==> config.mk <==
export PLATFORM = sky130hd
export DESIGN_NAME = md_cart_bridge_flat
export DESIGN_NICKNAME = d
export VERILOG_FILES = /design/src/rtl/md_cart_pkg.sv /design/src/rtl/md_cart_bridge_if.sv /design/src/rtl/md_cart_edge.sv /design/src/rtl/md_cart_bridge.sv /design/src/flat_wrapper.sv
export SDC_FILE = /design/constraint.sdc
export NUM_CORES = 1
export LEC_CHECK = 0
export CORE_MARGIN = 1.5
export CORE_UTILIZATION = 40
export CTS_CLUSTER_SIZE = 16
export DETAILED_ROUTE_END_ITERATION = 6
export HOLD_SLACK_MARGIN = 0.15
export PLACE_DENSITY = 0.76
export SYNTH_ARGS = -nofsm -noshare
export SYNTH_HDL_FRONTEND = slang
export SYNTH_SLANG_ARGS = --single-unit
==> constraint.sdc <==
create_clock -name MCLK2 -period 2.1 [get_ports MCLK2]
set_input_delay 0.21 -clock MCLK2 [delete_from_list [all_inputs] [get_ports MCLK2]]
set_output_delay 0.21 -clock MCLK2 [all_outputs]
set_load 0.005 [all_outputs]
==> src/rtl/md_cart_pkg.sv <==
// Shared types and helpers for the cartridge-side bus bridge.
//   cart_state_t  : bridge FSM states
//   cache_entry_t : one cached (or prefetched) memory word
//   patch_word()  : merge write data into a cached word under byte enables
//   in_window()   : word-address window compare against a 2^n aligned base
package md_cart_pkg;

    typedef enum logic [2:0] {
        IDLE    = 3'd0,
        RD_MISS = 3'd1,
        RD_HOLD = 3'd2,
        WR_REQ  = 3'd3,
        WR_HOLD = 3'd4,
        PF_REQ  = 3'd5
    } cart_state_t;

    typedef struct packed {
        logic [22:0] addr;
        logic [15:0] data;
        logic        valid;
    } cache_entry_t;

    function automatic logic [15:0] patch_word(input logic [15:0] old_w,
                                               input logic [15:0] new_w,
                                               input logic [1:0]  be);
        patch_word = {be[1] ? new_w[15:8] : old_w[15:8],
                      be[0] ? new_w[7:0]  : old_w[7:0]};
    endfunction

    // True when addr and base agree on every bit above the window size.
    function automatic logic in_window(input logic [22:0] addr,
                                       input logic [22:0] base,
                                       input int unsigned log2);
        in_window = ((addr ^ base) >> log2) == 23'd0;
    endfunction

endpackage

==> src/rtl/md_cart_bridge_if.sv <==
// Word-memory request/acknowledge bus between the cart bridge and the
// external ROM/SRAM store.
//   mem_req   : level request, held until mem_ack
//   mem_we    : 1 = write
//   mem_addr  : word address
//   mem_be    : byte enables {upper, lower}
//   mem_wdata : write data
//   mem_ack   : one-cycle completion pulse
//   mem_rdata : read data, valid with mem_ack
// master = bridge side, slave = memory side.
interface md_cart_bridge_if;
    logic        mem_req;
    logic        mem_we;
    logic [22:0] mem_addr;
    logic [1:0]  mem_be;
    logic [15:0] mem_wdata;
    logic        mem_ack;
    logic [15:0] mem_rdata;

    modport master (
        output mem_req, mem_we, mem_addr, mem_be, mem_wdata,
        input  mem_ack, mem_rdata
    );

    modport slave (
        input  mem_req, mem_we, mem_addr, mem_be, mem_wdata,
        output mem_ack, mem_rdata
    );
endinterface

==> src/rtl/md_cart_edge.sv <==
// Registered rising-edge detector for the cart read and write strobe
// combinations. Each start output is a one-cycle pulse, one cycle after
// the level is first sampled high.
//   MCLK2     : board clock
//   ext_reset : synchronous active-high reset
//   rd_lvl    : cart_cs & cart_oe
//   wr_lvl    : cart_cs & (cart_lwr | cart_uwr)
//   rd_start  : rising edge of rd_lvl
//   wr_start  : rising edge of wr_lvl
module md_cart_edge (
    input  logic MCLK2,
    input  logic ext_reset,
    input  logic rd_lvl,
    input  logic wr_lvl,
    output logic rd_start,
    output logic wr_start
);
    logic rd_q;
    logic wr_q;

    always_ff @(posedge MCLK2) begin
        if (ext_reset) begin
            rd_q     <= 1'b0;
            wr_q     <= 1'b0;
            rd_start <= 1'b0;
            wr_start <= 1'b0;
        end else begin
            rd_q     <= rd_lvl;
            wr_q     <= wr_lvl;
            rd_start <= rd_lvl & ~rd_q;
            wr_start <= wr_lvl & ~wr_q;
        end
    end
endmodule

==> src/rtl/md_cart_bridge.sv <==
// Cartridge-side bridge: decodes cart strobes, serves ROM/SRAM words from
// an external word memory through a one-word cache, writes the SRAM window
// and drives the external DTACK for SRAM-window accesses.
//
// Optional build macro MD_CART_PREFETCH_EN: after a non-SRAM read the next
// sequential word is fetched into a prefetch entry.
//
// Ports:
//   MCLK2        in   board clock, posedge
//   ext_reset    in   synchronous active-high reset
//   cart_address in   68k word address (A23:A1)
//   cart_cs      in   chip select
//   cart_oe      in   read strobe
//   cart_lwr     in   low-byte write strobe
//   cart_uwr     in   high-byte write strobe
//   cart_data_wr in   write data
//   cart_data    out  read data
//   cart_data_en out  read data valid
//   ext_dtack    out  force board DTACK (SRAM window only)
//   mem          if   word-memory master port
//
// state   | meaning
// --------+------------------------------------------------------------
// IDLE    | waiting for a read or write strobe edge
// RD_MISS | read request outstanding to memory
// RD_HOLD | read data on the bus until the read strobe falls
// WR_REQ  | SRAM write request outstanding to memory
// WR_HOLD | write done or discarded, waiting for the write strobes to fall
// PF_REQ  | sequential prefetch outstanding (prefetch build only)
module md_cart_bridge
    import md_cart_pkg::*;
#(
    parameter logic [22:0] SRAM_BASE       = 23'h100000,
    parameter int unsigned SRAM_WORDS_LOG2 = 15,
    parameter bit          SRAM_EN         = 1'b1
) (
    input  logic              MCLK2,
    input  logic              ext_reset,
    input  logic [22:0]       cart_address,
    input  logic              cart_cs,
    input  logic              cart_oe,
    input  logic              cart_lwr,
    input  logic              cart_uwr,
    input  logic [15:0]       cart_data_wr,
    output logic [15:0]       cart_data,
    output logic              cart_data_en,
    output logic              ext_dtack,
    md_cart_bridge_if.master  mem
);

    cart_state_t  state;
    cache_entry_t cache;
    logic         acc_sram;
    logic         rd_lvl, wr_lvl;
    logic         rd_start, wr_start;
    logic         rd_go;
    logic         addr_in_sram;
    logic         cache_hit;
    logic         pf_hit;

    assign rd_lvl       = cart_cs & cart_oe;
    assign wr_lvl       = cart_cs & (cart_lwr | cart_uwr);
    assign addr_in_sram = SRAM_EN && in_window(cart_address, SRAM_BASE, SRAM_WORDS_LOG2);
    assign cache_hit    = cache.valid && (cache.addr == cart_address);

    md_cart_edge u_edge (
        .MCLK2    (MCLK2),
        .ext_reset(ext_reset),
        .rd_lvl   (rd_lvl),
        .wr_lvl   (wr_lvl),
        .rd_start (rd_start),
        .wr_start (wr_start)
    );

`ifdef MD_CART_PREFETCH_EN
    cache_entry_t pf;
    logic [22:0]  acc_addr;
    logic         rd_pend;

    assign pf_hit = pf.valid && (pf.addr == cart_address);
    // A read that arrived while a prefetch was in flight is replayed once
    // the bridge is back in IDLE, provided its strobe is still up.
    assign rd_go  = rd_start | (rd_pend & rd_lvl);
`else
    assign pf_hit = 1'b0;
    assign rd_go  = rd_start;
`endif

    always_ff @(posedge MCLK2) begin
        if (ext_reset) begin
            state         <= IDLE;
            cache         <= '0;
            acc_sram      <= 1'b0;
            cart_data     <= '0;
            cart_data_en  <= 1'b0;
            ext_dtack     <= 1'b0;
            mem.mem_req   <= 1'b0;
            mem.mem_we    <= 1'b0;
            mem.mem_addr  <= '0;
            mem.mem_be    <= '0;
            mem.mem_wdata <= '0;
`ifdef MD_CART_PREFETCH_EN
            pf            <= '0;
            acc_addr      <= '0;
            rd_pend       <= 1'b0;
`endif
        end else begin
            case (state)
                IDLE: begin
`ifdef MD_CART_PREFETCH_EN
                    rd_pend <= 1'b0;
`endif
                    // Write wins over a read starting in the same cycle.
                    // Byte enables are sampled one cycle after the first
                    // strobe edge, so a late second byte strobe is merged.
                    if (wr_start) begin
                        if (addr_in_sram) begin
                            mem.mem_req   <= 1'b1;
                            mem.mem_we    <= 1'b1;
                            mem.mem_addr  <= cart_address;
                            mem.mem_be    <= {cart_uwr, cart_lwr};
                            mem.mem_wdata <= cart_data_wr;
                            state         <= WR_REQ;
                        end else begin
                            state <= WR_HOLD;
                        end
                    end else if (rd_go) begin
                        acc_sram <= addr_in_sram;
`ifdef MD_CART_PREFETCH_EN
                        acc_addr <= cart_address;
`endif
                        if (cache_hit) begin
                            cart_data    <= cache.data;
                            cart_data_en <= 1'b1;
                            ext_dtack    <= addr_in_sram;
                            state        <= RD_HOLD;
                        end
`ifdef MD_CART_PREFETCH_EN
                        else if (pf_hit) begin
                            cart_data    <= pf.data;
                            cart_data_en <= 1'b1;
                            ext_dtack    <= addr_in_sram;
                            cache        <= pf;
                            pf.valid     <= 1'b0;
                            state        <= RD_HOLD;
                        end
`endif
                        else begin
                            mem.mem_req  <= 1'b1;
                            mem.mem_we   <= 1'b0;
                            mem.mem_be   <= 2'b11;
                            mem.mem_addr <= cart_address;
                            state        <= RD_MISS;
                        end
                    end
                end

                RD_MISS: begin
                    if (mem.mem_ack) begin
                        mem.mem_req <= 1'b0;
                        cache       <= '{addr: mem.mem_addr, data: mem.mem_rdata, valid: 1'b1};
                        // An abandoned read still fills the cache but never
                        // drives the bus.
                        if (rd_lvl) begin
                            cart_data    <= mem.mem_rdata;
                            cart_data_en <= 1'b1;
                            ext_dtack    <= acc_sram;
                            state        <= RD_HOLD;
                        end else begin
                            state <= IDLE;
                        end
                    end
                end

                RD_HOLD: begin
                    if (!rd_lvl) begin
                        cart_data_en <= 1'b0;
                        ext_dtack    <= 1'b0;
`ifdef MD_CART_PREFETCH_EN
                        if (!acc_sram) begin
                            mem.mem_req  <= 1'b1;
                            mem.mem_we   <= 1'b0;
                            mem.mem_be   <= 2'b11;
                            mem.mem_addr <= acc_addr + 23'd1;
                            state        <= PF_REQ;
                        end else begin
                            state <= IDLE;
                        end
`else
                        state <= IDLE;
`endif
                    end
                end

                WR_REQ: begin
                    if (mem.mem_ack) begin
                        mem.mem_req <= 1'b0;
                        ext_dtack   <= 1'b1;
                        if (cache.valid && cache.addr == mem.mem_addr)
                            cache.data <= patch_word(cache.data, mem.mem_wdata, mem.mem_be);
`ifdef MD_CART_PREFETCH_EN
                        if (pf.valid && pf.addr == mem.mem_addr)
                            pf.data <= patch_word(pf.data, mem.mem_wdata, mem.mem_be);
`endif
                        state <= WR_HOLD;
                    end
                end

                WR_HOLD: begin
                    if (!wr_lvl) begin
                        ext_dtack <= 1'b0;
                        state     <= IDLE;
                    end
                end

`ifdef MD_CART_PREFETCH_EN
                PF_REQ: begin
                    if (rd_start)
                        rd_pend <= 1'b1;
                    if (mem.mem_ack) begin
                        mem.mem_req <= 1'b0;
                        pf          <= '{addr: mem.mem_addr, data: mem.mem_rdata, valid: 1'b1};
                        state       <= IDLE;
                    end
                end
`endif

                default: state <= IDLE;
            endcase
        end
    end

endmodule

==> src/flat_wrapper.sv <==
// flat-port wrapper written by rule: the top's interface ports become plain ports
module md_cart_bridge_flat import md_cart_pkg::*;
#(
    parameter logic [22:0] SRAM_BASE       = 23'h100000,
    parameter int unsigned SRAM_WORDS_LOG2 = 15,
    parameter bit          SRAM_EN         = 1'b1
)
  (MCLK2, ext_reset, cart_address, cart_cs, cart_oe, cart_lwr, cart_uwr, cart_data_wr, cart_data, cart_data_en, ext_dtack, mem_mem_req, mem_mem_we, mem_mem_addr, mem_mem_be, mem_mem_wdata, mem_mem_ack, mem_mem_rdata);
  md_cart_bridge_if mem_i ();
  input  logic MCLK2;
  input  logic ext_reset;
  input  logic [22:0] cart_address;
  input  logic cart_cs;
  input  logic cart_oe;
  input  logic cart_lwr;
  input  logic cart_uwr;
  input  logic [15:0] cart_data_wr;
  output logic [15:0] cart_data;
  output logic cart_data_en;
  output logic ext_dtack;
  output wire logic [$bits(mem_i.mem_req)-1:0] mem_mem_req;
  output wire logic [$bits(mem_i.mem_we)-1:0] mem_mem_we;
  output wire logic [$bits(mem_i.mem_addr)-1:0] mem_mem_addr;
  output wire logic [$bits(mem_i.mem_be)-1:0] mem_mem_be;
  output wire logic [$bits(mem_i.mem_wdata)-1:0] mem_mem_wdata;
  input wire logic [$bits(mem_i.mem_ack)-1:0] mem_mem_ack;
  input wire logic [$bits(mem_i.mem_rdata)-1:0] mem_mem_rdata;
  assign mem_mem_req = mem_i.mem_req;
  assign mem_mem_we = mem_i.mem_we;
  assign mem_mem_addr = mem_i.mem_addr;
  assign mem_mem_be = mem_i.mem_be;
  assign mem_mem_wdata = mem_i.mem_wdata;
  assign mem_i.mem_ack = mem_mem_ack;
  assign mem_i.mem_rdata = mem_mem_rdata;
  md_cart_bridge #(.SRAM_BASE(SRAM_BASE), .SRAM_WORDS_LOG2(SRAM_WORDS_LOG2), .SRAM_EN(SRAM_EN)) u_core (.MCLK2(MCLK2), .ext_reset(ext_reset), .cart_address(cart_address), .cart_cs(cart_cs), .cart_oe(cart_oe), .cart_lwr(cart_lwr), .cart_uwr(cart_uwr), .cart_data_wr(cart_data_wr), .cart_data(cart_data), .cart_data_en(cart_data_en), .ext_dtack(ext_dtack), .mem(mem_i));
endmodule
# [After elaboration in Yosys (flattened, before gate mapping)]
# Index checks and enable logic that the tools add are counted.
[word_totals] ff_bits=109 in_bits=62 out_inout_bits=61 elab_cells=126
[op_classes] eq_ne=23 muxes=54 n_bitwise=9 reduce_logical=22
[ops] operator="two-way mux 16 bit" n=7
[ops] operator="two-way mux 23 bit" n=4
[ops] operator="one-hot mux 16 bit (2 select lines)" n=2
[ops] operator="== test 23 bit" n=2
[ops] operator="zero test 23 bit" n=1
[ops] operator="two-way mux 1 bit" n=21
[ops] operator="two-way mux 3 bit" n=7
[ops] operator="AND reduction 5 bit" n=4
[ops] operator="two-way mux 17 bit" n=1
[ops] operator="two-way mux 8 bit" n=2
[ops] operator="inequality test 2 bit, second input constant" n=8
[ops] operator="one-hot mux 3 bit (5 select lines)" n=1
[ops] operator="two-way mux 2 bit" n=6
[ops] operator="inequality test 2 x 1 -> 1 bit, second input constant" n=6
[ops] operator="AND reduction 9 bit" n=1
[ops] operator="nonzero test 2 bit" n=4
[ops] operator="AND reduction 7 bit" n=1
[ops] operator="== test 3 x 2 -> 1 bit, second input constant" n=2
[ops] operator="inequality test 3 bit, second input constant" n=2
[ops] operator="AND reduction 3 bit" n=2
[ops] operator="AND reduction 6 bit" n=1
[ops] operator="one-hot mux 1 bit (5 select lines)" n=1
[ops] operator="nonzero test 5 bit" n=1
[ops] operator="bitwise AND 1 bit" n=4
[ops] operator="other kinds (13)" n=17

# [Depth between registers and ports, before layout]
# Gate-level depths: netlist of run 1.
[depth] ltp_word=6 depth_mapped=8 depth_no_buf=5

# [Cells and area by module]
# Synthesis of run 1 repeated with hierarchy kept, for this count alone.
[hier_totals] cells_unflattened=568 hier_area_um2=5059.9
[modules_own_cells] module="md_cart_bridge" instances=1 cells_each=560 area_per_inst_um2=4942.2 seq_area_each_um2=2102.0
[modules_own_cells] module="md_cart_edge" instances=1 cells_each=8 area_per_inst_um2=117.6 seq_area_each_um2=80.1

# [Least setup slack after synthesis of run 1]
# Ideal clock, no wire load.
[synth_timing] path_kind="flip-flop to flip-flop" from="register u_core.cache[38] in the netlist's numbering" to="register u_core.state[0]" setup_time_ns=0.115 t_arrival_ns=1.619 t_required_ns=1.985 path_slack_ns=0.367 path_stages_with_launch=8 n_path_buf=2 period_less_slack_ns=1.733 path_cell_list="dfxtp_1 > xnor2_1 > nand4_1 > nor4_4 > a311oi_2 > buf_6 > buf_12 > o21a_1"
[synth_between] elab_chain_len=6
[synth_lines] item="start, declared" line="md_cart_bridge.sv:52" source="cache_entry_t cache;"
[synth_lines] item="start signal, assigned" line="md_cart_bridge.sv:161" source="cache <= '{addr: mem.mem_addr, data: mem.mem_rdata, valid: 1'b1};"
[synth_lines] item="== test 23 bit" line="md_cart_bridge.sv:64" source="assign cache_hit = cache.valid && (cache.addr == cart_address);"
[synth_lines] item="logical AND 1 bit" line="md_cart_bridge.sv:64"
[synth_lines] item="two-way mux 2 bit" line="md_cart_bridge.sv:132" source="if (cache_hit) begin"
[synth_lines] item="two-way mux 3 bit" line="md_cart_bridge.sv:127" source="end else if (rd_go) begin"
[synth_lines] item="two-way mux 3 bit" line="md_cart_bridge.sv:116" source="if (wr_start) begin"
[synth_lines] item="one-hot mux 3 bit (5 select lines)" line="md_cart_bridge.sv:108" source="case (state)"
[synth_lines] item="end signal, assigned" line="md_cart_bridge.sv:123" source="state <= WR_REQ;"
[synth_lines] item="end signal, assigned" line="md_cart_bridge.sv:125" source="state <= WR_HOLD;"
[synth_lines] item="end signal, assigned" line="md_cart_bridge.sv:136" source="state <= RD_HOLD;"
[synth_lines] item="end, declared" line="md_cart_bridge.sv:51" source="cart_state_t state;"
# Every way passes these cells. The select of a mux whose other input is x is not followed.
# A chain may end at the register's enable or synchronous reset.

# [Final worst setup path of run 1]
[layout_timing] from="input port cart_address[15]" to="register u_core.mem.mem_addr[3]"
[layout_between] elab_chain_len=4 word_cells_on_any_way=6 classes_between="3 x eq/ne; 3 x reduce/logical"
[layout_lines] item="start, declared" line="flat_wrapper.sv:12" source="input logic [22:0] cart_address;"
[layout_lines] item="== test 23 bit" line="md_cart_bridge.sv:64"
[layout_lines] item="logical AND 1 bit" line="md_cart_bridge.sv:64"
[layout_lines] item="inequality test 2 bit (no source line)"
[layout_lines] item="AND reduction 4 bit (no source line) (*)"
[layout_lines] item="end signal, assigned" line="md_cart_bridge.sv:120" source="mem.mem_addr <= cart_address;"
[layout_lines] item="end signal, assigned" line="md_cart_bridge.sv:152" source="mem.mem_addr <= cart_address;"
[layout_lines] item="end, declared" line="md_cart_bridge_if.sv:21" source="output mem_req, mem_we, mem_addr, mem_be, mem_wdata,"
# Every way passes the cells marked *; elsewhere a longest branch is shown, timed or not.

==> qor.yml, run 1 <==
run_status:
  status: "finished clean"
worst_setup_path:
  critPathSlowestCell: "clkdlybuf4s50_1"
  arrival_ns: 2.25
  cp_num_buf_inv: 2
  crit_fanout: 10
  max_stage_delay_ns: 0.54
  cp.required_ns: 2.38
  path_cells: "clkdlybuf4s50_1 > nor4_4 > nand2_1 > a21bo_1 > a311oi_4 > buf_6 > mux2i_1"
  start_kind: "primary input"
  cp.depth: 7
  end_kind: "flop"
  r2r_cells: 7
  crit_family: "buffers and inverters"
  timing_worst_setup_path_type: "primary input to flop"
synthesis:
  synth_area_um2: 5537
  seq_area_frac_synth_pct: 39.41
  synth_top_area_share_pct: 39.41
  synthCells: 648
  synth-simple-area-share_pct: 22.76
  synth.largest_area_cell: "dfxtp_1"
  synth_area_leaders: "dfxtp_1, mux2i_1, nand2_1"
  syn_nets: 710
  synth-edff-count: 0
  synth_seq_cells: 109
  synth_top_family_by_area: "simple AND/OR/NAND/NOR gates"
  async_flop_share_pct: 0
  synth_ff_type: "dfxtp_1"
  ys_warn_count: 0
  synthAdderAreaFrac_pct: 0
  synth.avg_cell_area_um2: 8.544
  synth-xor-area-share_pct: 7.277
  synthMuxAreaShare_pct: 9.040
  ys_types: 52
  synth_compound_area_share_pct: 15.75
floorplanning:
  die_w_um: 120.7
  rows: 42
  start_util_pct: 41.32
  dieArea_um2: 14560
  core_um2: 13400
  io-pin-count: 123
  dieHeight_um: 120.7
sta:
  min_period_ns: 1.972
  slew_viol_final: 0
  rsz0062_at_grt: "yes"
  timing.final.crit_share_pct: 93.92
  skew_ns: 0.01058
  fmax_mhz: 507.0
  max_slew_margin_pct: 57.68
  final_hold_viol_count: 0
  setup_tns_ns: 0
  tightestPinTransition_ns: 0.6339
  worst_slack_ns: 0.1276
  setup_viol_count_final: 0
cts:
  cts_made_buffers: 9
  ctsHoldBuffers: 0
  path_clk_slew_ns: 0.07
  ctsResizeCount: 0
  cts_sinks: 109
  cts.path.max_buffers: 2
  cts.htree.levels: 3
  cts_tree: "built"
  post_cts_buffers: 0
  worstSkewPairLatency_ns: 0.36
  clockRootBuffer: "clkbuf_16"
place:
  dp_hpwl_mm: 11.04
  io_buffers: 122
  gp_congestion: 0.8537
  placed_cell_area_um2: 7076
  pre_cts_slack_ns: -0.2931
detailed_routing:
  ant_nets: 0
  drcViolationCount: 0
  via_count: 5188
  post_drt_wl_per_cell_um: 16.42
  drt-total-wl_mm: 15.62
  via_per_inst: 5.455
  drt_iter0_drc: 446
  drtPass1Iterations: 5
final_layout:
  antenna_cells: 0
  final_layout_size_suffix_gt1_share_pct: 9.032
  fin_area_um2: 7410
  area_delta_synth_final_pct: 33.83
  fin_nets: 832
global_route:
  track_usage_pct: 21.70
  antenna_found_initial: 0
  first_global_vias: 4757
  grt.overflow.total: 0
  grt_pass1_wl_mm: 25.02
  grt_max_degree: 84
power:
  p_leak_nw: 2.832
  switching_power_w: 0.001420
  internal_power_w: 0.003690
  cellPowerDensity_nw_per_um2: 689.7
  finalPower_w: 0.005110
  p_seq_share_pct: 43.2
  peakVddDrop_mv: 0.4089
  netSwitchingFraction_pct: 27.79
  clockPowerShare_pct: 36.6
  combinationalPowerShare_pct: 20.1
min_path:
  min_path_type: "primary input to flop"
  holdPathStages: 3
run:
  drv_cap: 0
-- state kept, by name (all words and copies together) (netlist names) --
| signal | count |
|---|---|
| u_core.mem.mem_addr | 23 |
| u_core.ext_dtack | 1 |
| u_core.acc_sram | 1 |
| u_core.mem.mem_wdata | 16 |
| u_core.u_edge.wr_q | 1 |
| u_core.u_edge.wr_start | 1 |
| u_core.mem.mem_req | 1 |
| u_core.mem.mem_we | 1 |
| u_core.u_edge.rd_q | 1 |
| u_core.cart_data_en | 1 |
| u_core.cache | 40 |
| u_core.u_edge.rd_start | 1 |
| u_core.state | 3 |
| u_core.cart_data | 16 |
| u_core.mem.mem_be | 2 |
-- synth_stat cells, types with 3 or more instances --
master and count:
nand2_1 128, buf_2 13, nor2_1 34, xor2_1 20, clkbuf_1 25, o31a_1 3, nand3_1 21, a311oi_1 16
buf_6 5, a21oi_1 37, xnor2_1 26, dfxtp_1 109, mux2i_1 50, nor2b_1 21, buf_4 3, o2111ai_1 16
a211oi_1 16, nor4_1 6, inv_1 8, o21ai_0 21, nand4_1 24, nor3_1 7, and3_1 3
-- power groups by stage --
stage | sequential (W) | combinational (W) | clock (W)
CTS | 0.00221 | 0.00102 | 0.00189
floorplan | 0.00224 | 0.000557 | 0
global placement | 0.00225 | 0.00100 | 0
finish | 0.00221 | 0.00103 | 0.00187
global route | 0.00222 | 0.00111 | 0.00196
detailed placement | 0.00225 | 0.00101 | 0
-- worst min-delay path: cells and delay by family --
family	cells	cell delay [ns]
buffers and inverters	2	0.35
AND/OR/NAND/NOR	1	0.12
-- cells in the final DEF (no fill, tap or decap), types with 2 or more instances in the layout --
cell type and instances:
nor3_1 7, mux2i_1 50, nand3_1 20, nand4_1 24, o21ai_0 21, nand3b_1 2
o31a_1 3, nor2b_1 21, and3_1 3, inv_1 8, nand2_1 128, xnor2_1 26
clkbuf_16 9, nor4_1 6, xor2_1 20, buf_12 7, a211oi_1 16, bufinv_16 2
nor4_4 2, clkinv_2 2, and4_1 2, o221a_2 2, o2111ai_1 16, nor2_1 34
clkdlybuf4s50_1 121, a21oi_1 37, a2111oi_0 2, buf_4 30, inv_2 2, a311oi_1 16
and2_1 2, dfxtp_1 109
-- final timing paths --
path	from	to	slack, ns
worst max register to register	u_core.cache[25]	u_core.cart_data[14]	0.16
worst max-delay path	cart_address[15]	u_core.mem.mem_addr[3]	0.13
worst min register to register	u_core.u_edge.rd_q	u_core.u_edge.rd_start	0.39
worst min-delay path	ext_reset	u_core.mem.mem_wdata[3]	0.37
-- routing by layer --
metal	wire (µm)	part of all wire, %	up-vias	GRT usage, %
li1	-	-	2554	-
met1	7158	46	2431	31.04
met2	7013	45	188	32.56
met3	1198	7.7	15	4.057
met4	246	1.6	0	7.647
met5	0	0	-	0
-- metrics by stage --
stage	hold slack [ns]	cells	util [%]
global placement	0.3792	935	52.80
detailed placement	0.3817	935	52.80
global route	0.3862	951	55.29
floorplan	0.3190	648	-
CTS	0.3767	951	55.23
finish	0.3676	951	55.29
-- kinds of logic (layout without fill, tap and decap cells) --
group	count (synthesis)	after routing
simple gates	260	260
flops	109	109
mux	50	50
compound gates	124	124
xor+xnor	46	46
buf+inv	59	186
-- area by class of cell --
| class | count | area [µm²] |
|---|---|---|
| Multi-Input combinational cell | 480 | 3052 |
| Clock buffer | 10 | 239.0 |
| Sequential cell | 109 | 2182 |
| Timing Repair Buffer | 160 | 1593 |
| Tap cell | 176 | 220.2 |
| Clock inverter | 6 | 86.33 |
| Inverter | 10 | 37.54 |
| Fill cell | 1237 | 5991 |
(Power assumes the default switching activity.)
==> run 2, diff against run 1 <==
--- a/config.mk
+++ b/config.mk
@@ -7,10 +7,12 @@
 export LEC_CHECK = 0
 export CORE_MARGIN = 1.5
 export CORE_UTILIZATION = 40
+export CTS_BUF_LIST = sky130_fd_sc_hd__clkbuf_8
 export CTS_CLUSTER_SIZE = 16
 export DETAILED_ROUTE_END_ITERATION = 6
 export HOLD_SLACK_MARGIN = 0.15
 export PLACE_DENSITY = 0.76
+export SLEW_MARGIN = 20
 export SYNTH_ARGS = -nofsm -noshare
 export SYNTH_HDL_FRONTEND = slang
 export SYNTH_SLANG_ARGS = --single-unit
==> run 2 against run 1 <==
Cell area shrank 1.4%. Setup slack better by 0.032 ns. Register-to-register slack barely moved. Die area unchanged. Non-clock buffer count unchanged. Clock skew rose by 0.0038 ns.
==> qor.yml, run 2 (synthesized netlist as in run 1, its figures left out) <==
run_status:
  status: "finished clean"  # unchanged
floorplanning:
  start_util_pct: 41.32  # unchanged
  dieHeight_um: 120.7  # unchanged
  core_um2: 13400  # unchanged
  rows: 42  # unchanged
  dieArea_um2: 14560  # unchanged
  io-pin-count: 123  # unchanged
  die_w_um: 120.7  # unchanged
power:
  p_leak_nw: 2.786  # was 2.832 nW
  cellPowerDensity_nw_per_um2: 640.7  # was 689.7 nW/µm²
  peakVddDrop_mv: 0.3680  # was 0.4089 mV
  finalPower_w: 0.004682  # was 0.005110 W
sta:
  setup_viol_count_final: 0  # unchanged
  min_period_ns: 1.941  # was 1.972 ns
  rsz0062_at_grt: "no"  # was yes
  slew_viol_final: 0  # unchanged
  fmax_mhz: 515.3  # was 507.0 MHz
  setup_tns_ns: 0  # unchanged
  skew_ns: 0.01438  # was 0.01058 ns
  timing.final.crit_share_pct: 92.41  # was 93.92%
  worst_slack_ns: 0.1593  # was 0.1276 ns
  tightestPinTransition_ns: 0.6385  # was 0.6339 ns
  final_hold_viol_count: 0  # unchanged
  max_slew_margin_pct: 57.37  # was 57.68%
  holdWs_ns: 0.3476  # was 0.3676 ns
final_layout:
  fin_util_pct: 54.54  # was 55.29%
  fin_nets: 832  # unchanged
  final_common_cell: "nand2_1"  # unchanged
  multi_input_area_um2: 3052  # unchanged
  top_regs: "u_core.cache x40, u_core.mem.mem_addr x23"  # unchanged
  area_delta_synth_final_pct: 32.00  # was 33.83%
  mostFrequentLayoutCells: "nand2_1, clkdlybuf4s50_1, dfxtp_1, mux2i_1, a21oi_1"  # unchanged
  final_layout_size_suffix_gt1_share_pct: 9.032  # unchanged
  fill_cells: 1247  # was 1237
  top_register: "u_core.cache"  # unchanged
  ff_latch_area_um2: 2182  # unchanged
  antenna_cells: 0  # unchanged
  largest_reg_flops: 40  # unchanged
cts:
  cts.htree.levels: 3  # unchanged
  worstSkewPairLatency_ns: 0.38  # was 0.36 ns
  path_clk_slew_ns: 0.10  # was 0.07 ns
  cts.path.max_buffers: 2  # unchanged
  cts_tree: "built"  # unchanged
  clockRootBuffer: "clkbuf_8"  # was clkbuf_16
  ctsHoldBuffers: 0  # unchanged
  cts_made_buffers: 9  # unchanged
  cts_sinks: 109  # unchanged
  post_cts_buffers: 0  # unchanged
global_route:
  grt.overflow.total: 0  # unchanged
  grt_use_met1_pct: 30.84  # was 31.04%
  busiest_layer: "met2"  # unchanged
  grt_pass1_wl_mm: 24.96  # was 25.02 mm
  met2_usage_pct: 32.56  # unchanged
  grt_max_degree: 84  # unchanged
  first_global_vias: 4765  # was 4757
  antenna_found_initial: 0  # unchanged
  grt_use_met3_pct: 4.623  # was 4.057%
  track_usage_pct: 21.57  # was 21.70%
worst_setup_path:
  max_stage_delay_ns: 0.54  # about the same
  rrSetupSlack_ns: 0.17  # was 0.16 ns
  critPathSlowestCell: "clkdlybuf4s50_1"  # unchanged
  path_cells: "clkdlybuf4s50_1 > nor4_4 > nand2_1 > a21bo_1 > a311oi_4 > buf_6 > mux2i_1"  # unchanged
  crit_fanout: 10  # unchanged
  timing_worst_setup_path_type: "primary input to flop"  # unchanged
  start_kind: "primary input"  # unchanged
  arrival_ns: 2.25  # about the same
  end_kind: "flop"  # unchanged
  cp.required_ns: 2.41  # was 2.38 ns
detailed_routing:
  via_count: 5137  # was 5188
  via_per_inst: 5.402  # was 5.455
  drt-total-wl_mm: 15.55  # was 15.62 mm
  ant_nets: 0  # unchanged
  drcViolationCount: 0  # unchanged
  drt_iter0_drc: 428  # was 446
  drtPass1Iterations: 5  # unchanged
  post_drt_wl_per_cell_um: 16.35  # was 16.42 µm
run:
  drv_cap: 0  # unchanged
place:
  io_buffers: 122  # unchanged
  dp_hpwl_mm: 11.04  # unchanged
  gp_congestion: 0.8537  # unchanged
  pre_cts_slack_ns: -0.2931  # unchanged
min_path:
  min_path_type: "primary input to flop"  # unchanged
-- run 2: critical path, delay by kind of cell --
| kind | cells | cell delay (ns) |
|---|---|---|
| buffers and inverters | 2 | 0.77 |
| multiplexers | 1 | 0.22 |
| AO/OA/AOI/OAI | 2 | 0.59 |
| AND/OR/NAND/NOR | 2 | 0.46 |
-- run 2: power breakdown --
group          total, W  internal (W)  switching [W]
sequential      0.00221       0.00214      0.0000741
clock           0.00145      0.000703       0.000745
combinational   0.00103      0.000479       0.000547
-- run 2: metrics by stage --
| stage | cell area, µm² | cells |
|---|---|---|
| after floorplan | 5537 | 648 |
| after global placement | 7076 | 935 |
| after detailed placement | 7076 | 935 |
| after CTS | 7300 | 951 |
| after global routing | 7308 | 951 |
| final | 7308 | 951 |
-- run 2: final timing paths --
check,startpoint,end,cells past startpoint
worst max-delay path,cart_address[15],u_core.mem.mem_addr[5],7
worst min register to register,u_core.u_edge.rd_q,u_core.u_edge.rd_start,1
worst min-delay path,ext_reset,u_core.u_edge.rd_q,3
worst max register to register,u_core.cache[25],u_core.cart_data[13],7
-- run 2: metal layers --
| metal | vias to the layer above | wire length, µm |
|---|---|---|
| met5 | - | 0 |
| met4 | 0 | 215 |
| met3 | 17 | 1083 |
| met2 | 185 | 6996 |
| met1 | 2387 | 7256 |
| li1 | 2548 | - |
-- run 2: area by class of cell --
class | count | share of cell area [%]
clock buffers | 10 | 1.883
clock inverters | 6 | 1.181
inverters | 10 | 0.5136
multi-input cells | 480 | 41.76
flip-flops and latches | 109 | 29.86
well taps | 176 | 3.013
repair buffers | 160 | 21.79
-- run 2: timing repair --
item,CTS,global route
resized for setup,0,2
endpoints found under the hold margin,0,0
endpoints found under the setup margin,0,4
==> run 3, diff against run 2 <==
--- a/config.mk
+++ b/config.mk
@@ -7,10 +7,10 @@
 export LEC_CHECK = 0
 export CORE_MARGIN = 1.5
 export CORE_UTILIZATION = 40
-export CTS_BUF_LIST = sky130_fd_sc_hd__clkbuf_8
-export CTS_CLUSTER_SIZE = 16
+export CTS_BUF_LIST = sky130_fd_sc_hd__clkbuf_4 sky130_fd_sc_hd__clkbuf_8 sky130_fd_sc_hd__clkbuf_16
 export DETAILED_ROUTE_END_ITERATION = 6
 export HOLD_SLACK_MARGIN = 0.15
+export MAX_ROUTING_LAYER = met4
 export PLACE_DENSITY = 0.76
 export SLEW_MARGIN = 20
 export SYNTH_ARGS = -nofsm -noshare
==> run 3 against run 2 <==
Count of clock-buffer cells in the layout unchanged. Final cell count unchanged. Non-clock buffer count stayed put. Setup slack worse by 0.030 ns. Wire length up 0.87%. Worst hold slack improved by 0.019 ns. Fmax down 1.5%. Clock skew fell by 0.0043 ns. Combinational power about the same. Die area unchanged. Flip-flop and latch count unchanged. Register-to-register slack about the same.
==> qor.yml, run 3 (synthesized netlist as in run 1, its figures left out) <==
run_status:
  status: "finished clean"  # unchanged
detailed_routing:
  via_count: 5131  # was 5137
  drt_iter0_drc: 443  # was 428
  ant_nets: 0  # unchanged
  post_drt_wl_per_cell_um: 16.50  # was 16.35 µm
  drcViolationCount: 0  # unchanged
  drtPass1Iterations: 5  # unchanged
  via_per_inst: 5.395  # was 5.402
  drt-total-wl_mm: 15.69  # was 15.55 mm
cts:
  cts.path.max_buffers: 2  # unchanged
  cts.htree.levels: 3  # unchanged
  cts_made_buffers: 9  # unchanged
  worstSkewPairLatency_ns: 0.35  # was 0.38 ns
  cts_sinks: 109  # unchanged
  clockRootBuffer: "clkbuf_16"  # was clkbuf_8
  path_clk_slew_ns: 0.07  # was 0.10 ns
  cts_tree: "built"  # unchanged
worst_setup_path:
  end_kind: "flop"  # unchanged
  crit_family: "buffers and inverters"  # unchanged
  crit_fanout: 10  # unchanged
  cp.required_ns: 2.38  # was 2.41 ns
  crit-reg2reg-capture: "u_core.cart_data[14]"  # was u_core.cart_data[13]
  timing_worst_setup_path_type: "primary input to flop"  # unchanged
  r2r_cells: 7  # unchanged
  arrival_ns: 2.25  # about the same
  path_cells: "clkdlybuf4s50_1 > nor4_4 > nand2_1 > a21bo_1 > a311oi_4 > buf_6 > mux2i_1"  # unchanged
  r2r-start: "u_core.cache[25]"  # unchanged
  rrSetupSlack_ns: 0.17  # about the same
  max_stage_delay_ns: 0.54  # about the same
  critPathSlowestCell: "clkdlybuf4s50_1"  # unchanged
  cp_num_buf_inv: 2  # unchanged
  start_kind: "primary input"  # unchanged
power:
  peakVddDrop_mv: 0.4073  # was 0.3680 mV
  internal_power_w: 0.003690  # was 0.003317 W
  combinationalPowerShare_pct: 20.1  # was 21.9%
  p_seq_share_pct: 43.2  # was 47.2%
  switching_power_w: 0.001419  # was 0.001365 W
  cellPowerDensity_nw_per_um2: 689.5  # was 640.7 nW/µm²
  p_leak_nw: 2.832  # was 2.786 nW
  netSwitchingFraction_pct: 27.77  # was 29.16%
  clockPowerShare_pct: 36.6  # was 30.9%
  finalPower_w: 0.005109  # was 0.004682 W
sta:
  worst_slack_ns: 0.1293  # was 0.1593 ns
  max_slew_margin_pct: 56.15  # was 57.37%
  fmax_mhz: 507.4  # was 515.3 MHz
  skew_ns: 0.01012  # was 0.01438 ns
  tightestPinTransition_ns: 0.6568  # was 0.6385 ns
  min_period_ns: 1.971  # was 1.941 ns
  rsz0062_at_grt: "yes"  # was no
  setup_viol_count_final: 0  # unchanged
  timing.final.crit_share_pct: 93.84  # was 92.41%
  final_hold_viol_count: 0  # unchanged
  slew_viol_final: 0  # unchanged
global_route:
  track_usage_pct: 22.31  # was 21.57%
  grt_max_degree: 84  # unchanged
  grt.overflow.total: 0  # unchanged
  first_global_vias: 4763  # was 4765
  antenna_found_initial: 0  # unchanged
  grt_pass1_wl_mm: 25.03  # was 24.96 mm
run:
  drv_cap: 0  # unchanged
place:
  pre_cts_slack_ns: -0.2931  # unchanged
  dp_hpwl_mm: 11.04  # unchanged
  dp_cells: 935  # unchanged
  placed_cell_area_um2: 7076  # unchanged
  gp_congestion: 0.8673  # was 0.8537
  io_buffers: 122  # unchanged
min_path:
  min_from: "ext_reset"  # unchanged
  holdPathEnd: "u_core.mem.mem_wdata[3]"  # was u_core.u_edge.rd_q
  holdPathStages: 3  # unchanged
  min_path_type: "primary input to flop"  # unchanged
floorplanning:
  rows: 42  # unchanged
  dieArea_um2: 14560  # unchanged
  io-pin-count: 123  # unchanged
  core_um2: 13400  # unchanged
  die_w_um: 120.7  # unchanged
  dieHeight_um: 120.7  # unchanged
  start_util_pct: 41.32  # unchanged
final_layout:
  mostFrequentLayoutCells: "nand2_1, clkdlybuf4s50_1, dfxtp_1, mux2i_1, a21oi_1"  # unchanged
  fin_area_um2: 7410  # was 7308 µm²
  area_delta_synth_final_pct: 33.83  # was 32.00%
  top_regs: "u_core.cache x40, u_core.mem.mem_addr x23"  # unchanged
  fill_cells: 1237  # was 1247
  final_common_cell: "nand2_1"  # unchanged
  top_register: "u_core.cache"  # unchanged
  antenna_cells: 0  # unchanged
  largest_reg_flops: 40  # unchanged
  finalNonFillerCells: 951  # unchanged
  fin_util_pct: 55.29  # was 54.54%
  final_layout_size_suffix_gt1_share_pct: 9.032  # unchanged
  fin_nets: 832  # unchanged
## run 3: per-layer routing
layer | wire length (µm) | global-route usage (%) | vias to the layer above
met5 | 0 | - | -
met4 | 250 | 7.647 | 0
met3 | 992 | 3.679 | 15
met2 | 7030 | 32.49 | 176
met1 | 7413 | 31.34 | 2385
li1 | - | - | 2555
## run 3: worst max path at each step
stage	startpoint	end	slack, ns	cells past startpoint
floorplan	u_core.cache[38]	u_core.state[0]	0.37	7
global placement	cart_address[22]	u_core.mem.mem_addr[0]	-0.18	7
detailed placement	cart_address[22]	u_core.mem.mem_addr[5]	-0.29	7
CTS	cart_address[22]	u_core.mem.mem_addr[3]	0.08	7
global route	cart_address[22]	u_core.mem.mem_addr[3]	-0.0004	7
finish	cart_address[15]	u_core.mem.mem_addr[5]	0.13	7
## run 3: power groups by stage
| stage | Clock, W | Sequential, W | Combinational (W) |
|---|---|---|---|
| floorplan | 0 | 0.00224 | 0.000557 |
| global placement | 0 | 0.00225 | 0.00100 |
| detailed placement | 0 | 0.00225 | 0.00101 |
| CTS | 0.00189 | 0.00221 | 0.00102 |
| global route | 0.00196 | 0.00222 | 0.00111 |
| finish | 0.00187 | 0.00221 | 0.00103 |
## run 3: stage by stage
stage	hold WS (ns)	TNS, ns
final	0.3671	0
after global routing	0.3861	-0.0004050
after CTS	0.3767	0
after detailed placement	0.3817	-8.840
after global placement	0.3792	-6.681
after floorplan	0.3190	0
## run 3: final cells by class
| cell class | count | area [µm²] | area share [%] |
|---|---|---|---|
| sequential | 109 | 2182 | 29.45 |
| inverter | 10 | 37.54 | 0.5066 |
| clock buffer | 10 | 239.0 | 3.225 |
| timing repair buffer | 160 | 1593 | 21.50 |
| clock inverter | 6 | 86.33 | 1.165 |
| multi-input combinational | 480 | 3052 | 41.19 |
| tap | 176 | 220.2 | 2.972 |
## run 3: worst register-to-register path, delay by kind of cell, from the launching register on
family / cells / cell delay [ns]
AOI/OAI and AO/OA: 2 / 0.32
xor gates and xnor gates: 1 / 0.29
buffers and inverters: 2 / 0.37
DFF: 1 / 0.34
and+or+nand+nor: 2 / 0.55
## run 3: what timing repair did
| item | in CTS | in global routing |
|---|---|---|
| resized for setup | 0 | 2 |
| setup buffers | 0 | 0 |
| endpoints found under the setup margin | 0 | 10 |
| hold buffers | 0 | 0 |
==> edit (settings of run 1) <==
`SRAM_EN` is set to 1'b1 in 2 places; all go to 1'b0.
--- a/src/rtl/md_cart_bridge.sv
+++ b/src/rtl/md_cart_bridge.sv
@@ -34,3 +34,3 @@
     parameter int unsigned SRAM_WORDS_LOG2 = 15,
-    parameter bit          SRAM_EN         = 1'b1
+    parameter bit          SRAM_EN         = 1'b0
 ) (
--- a/src/flat_wrapper.sv
+++ b/src/flat_wrapper.sv
@@ -5,3 +5,3 @@
     parameter int unsigned SRAM_WORDS_LOG2 = 15,
-    parameter bit          SRAM_EN         = 1'b1
+    parameter bit          SRAM_EN         = 1'b0
 )
Behaviour: not the same (a bounded check fails within 4 cycles, from zero or initial values and one cycle with ext_reset high).
==> edit against run 1 <==
The run now ends with setup timing left. First-iteration DRC count is 57% lower. Die area is 22% lower. Core utilization is 0.42 points higher. Worst setup slack worse by 0.16 ns. Cell area is 22% lower. Area after synthesis is 22% lower. Count of clock-buffer cells in the layout is 2 higher. Cell count is 25% lower. Via count is 29% lower. Worst hold slack worse by 0.040 ns. Wire length is 30% lower. Sequential cell count is 19 lower. Critical endpoint is now u_core.cache[8]$_SDFFE_PP0P_.
Power is not compared: it rests on default switching activity, and its combinational part moved more than twofold at a synthesized area within 25%.
==> edit: results (changes against run 1) <==
| Metric | Value |
|---|---|
| M3 GR Usage | `2.61% (-1.4 points)` |
| Pin count of the biggest net entering global routing | `39 (-54%)` |
| Setup Skew | `0.0176 ns (+0.00704 ns)` |
| Drt pass-1 iters | `4 (-1)` |
| Filler cells | `915 (-26%)` |
| Worst Setup Slack, final | `-0.0339 ns (-0.162 ns)` |
| Failing checks | `setup timing` |
| Status | `finished, violations left` |
| Met1 Resource Use GR | `25.7% (-5.4 points)` |
| Layout cell share with drive strength beyond 1 | `13.6% (+4.6 points)` |
| # setup viols final | `11 (+11)` |
| Worst-Margin Slew | `0.582 ns (-0.0520 ns)` |
| Commonest cells in the netlist | `dfxtp_1, nand2_1, mux2i_1` |
| Port Buffers | `89 (-27%)` |
| CP top delay family | `simple AND/OR/NAND/NOR gates` |
| Vias | `3662 (-29%)` |
| CTS clock-pin slew for the worst setup and hold paths | `0.10 ns (+0.03 ns)` |
| Top post-synthesis cells by area | `dfxtp_1, mux2i_1, xnor2_1` |
| Wire per inst | `15.1 microns (-7.8%)` |
| GRT met2 Usage | `29.7% (-2.8 points)` |
| Max incr delay on CP | `0.44 ns (-0.10 ns)` |
| Sequential cell area fraction in the yosys report | `42.0% (+2.6 points)` |
| Biggest regs | `u_core.cache (40), u_core.mem.mem_addr (23), u_core.cart_data (16)` |
| Critical path fanouts, max | `8 (-2)` |
| RD Place Congestion | `0.830 (-2.8%)` |
| First-pass GRT wire length | `17000 microns (-32%)` |
| Placed cells | `698 (-25%)` |
| Non-Filler Instances | `717 (-25%)` |
| Synth cell types | `38 (-27%)` |
| Mapped Cells | `473 (-27%)` |
| Starting DRT DRC Count | `193 (-57%)` |
-- edit: cell count changes in the layout (fill, tap and decap cells not counted), sizes merged, moves of 8 or more --
cell | before | now
nand4 | 24 | 9
a21oi | 37 | 49
nand2 | 128 | 67
nand3 | 21 | 3
nor2b | 21 | 2
conb | 0 | 17
o21ai | 21 | 3
nand2b | 1 | 16
clkdlybuf4s50 | 121 | 88
inv | 10 | 2
a311oi | 17 | 1
dfxtp | 109 | 90
o2111ai | 16 | 0
-- edit: final timing paths --
check / start / endpoint / slack [ns] / cells past startpoint
worst max-delay path: u_core.cache[26]$_SDFFE_PP0P_ / u_core.cache[8]$_SDFFE_PP0P_ / -0.03 / 8
worst min-delay path: ext_reset / u_core.u_edge.wr_q$_SDFF_PP0_ / 0.33 / 2
worst max register to register: u_core.cache[26]$_SDFFE_PP0P_ / u_core.cache[8]$_SDFFE_PP0P_ / -0.03 / 8
worst min register to register: u_core.u_edge.rd_q$_SDFF_PP0_ / u_core.u_edge.rd_start$_SDFF_PP0_ / 0.40 / 1
-- edit: power groups by stage --
stage          Sequential (uW)  Clock, uW  Combinational (uW)
2_1_floorplan             1800          0                 225
3_3_place_gp              1810          0                 423
3_5_place_dp              1810          0                 430
4_1_cts                   1770       1190                 433
5_1_grt                   1770       1260                 482
6_report                  1770       1170                 450
-- edit: timing repair --
item | in CTS | in global routing
pin swaps | 1 | 9
hold buffers | 0 | 0
endpoints found under the hold margin | 0 | 0
resized for setup | 2 | 10
endpoints found under the setup margin | 32 | 59
cloned | 0 | 3
-- edit: area by class of cell --
type / instances / area [sq um] / share of cell area, %
multi-input combinational: 351 / 2330 / 40.3
clock inverter: 4 / 33.8 / 0.585
timing repair buffer: 123 / 1270 / 22.0
clock buffer: 12 / 165 / 2.86
tap: 136 / 170 / 2.94
sequential: 90 / 1810 / 31.2
inverter: 1 / 3.75 / 0.0650
-- edit: through the flow --
| stage | setup WS (ns) | setup TNS (ns) | cell area (sq um) |
|---|---|---|---|
| 3_5_place_dp | -0.395 | -13.02 | 5450 |
| 6_report | -0.0339 | -0.153 | 5780 |
| 3_3_place_gp | -0.394 | -12.05 | 5450 |
| 2_1_floorplan | 0.0149 | 0 | 4350 |
| 5_1_grt | -0.132 | -1.78 | 5780 |
| 4_1_cts | -0.123 | -1.47 | 5660 |
-- edit: logic make-up after synthesis --
group                     after synthesis  synth area share (%)
DFF                                    90                  42.0
and+or+nand+nor                       154                  16.4
muxes                                  56                  13.1
buffers and inverters                  48                  6.71
other                                   1                0.0874
AOI/OAI and AO/OA                      78                  12.3
xor gates and xnor gates               46                  9.39
-- edit: metal layers --
metal	vias to the layer above	part of all wire (%)
met2	142	47
met3	16	5.4
met1	1723	46
met5	-	0
met4	0	1.5
li1	1781	-
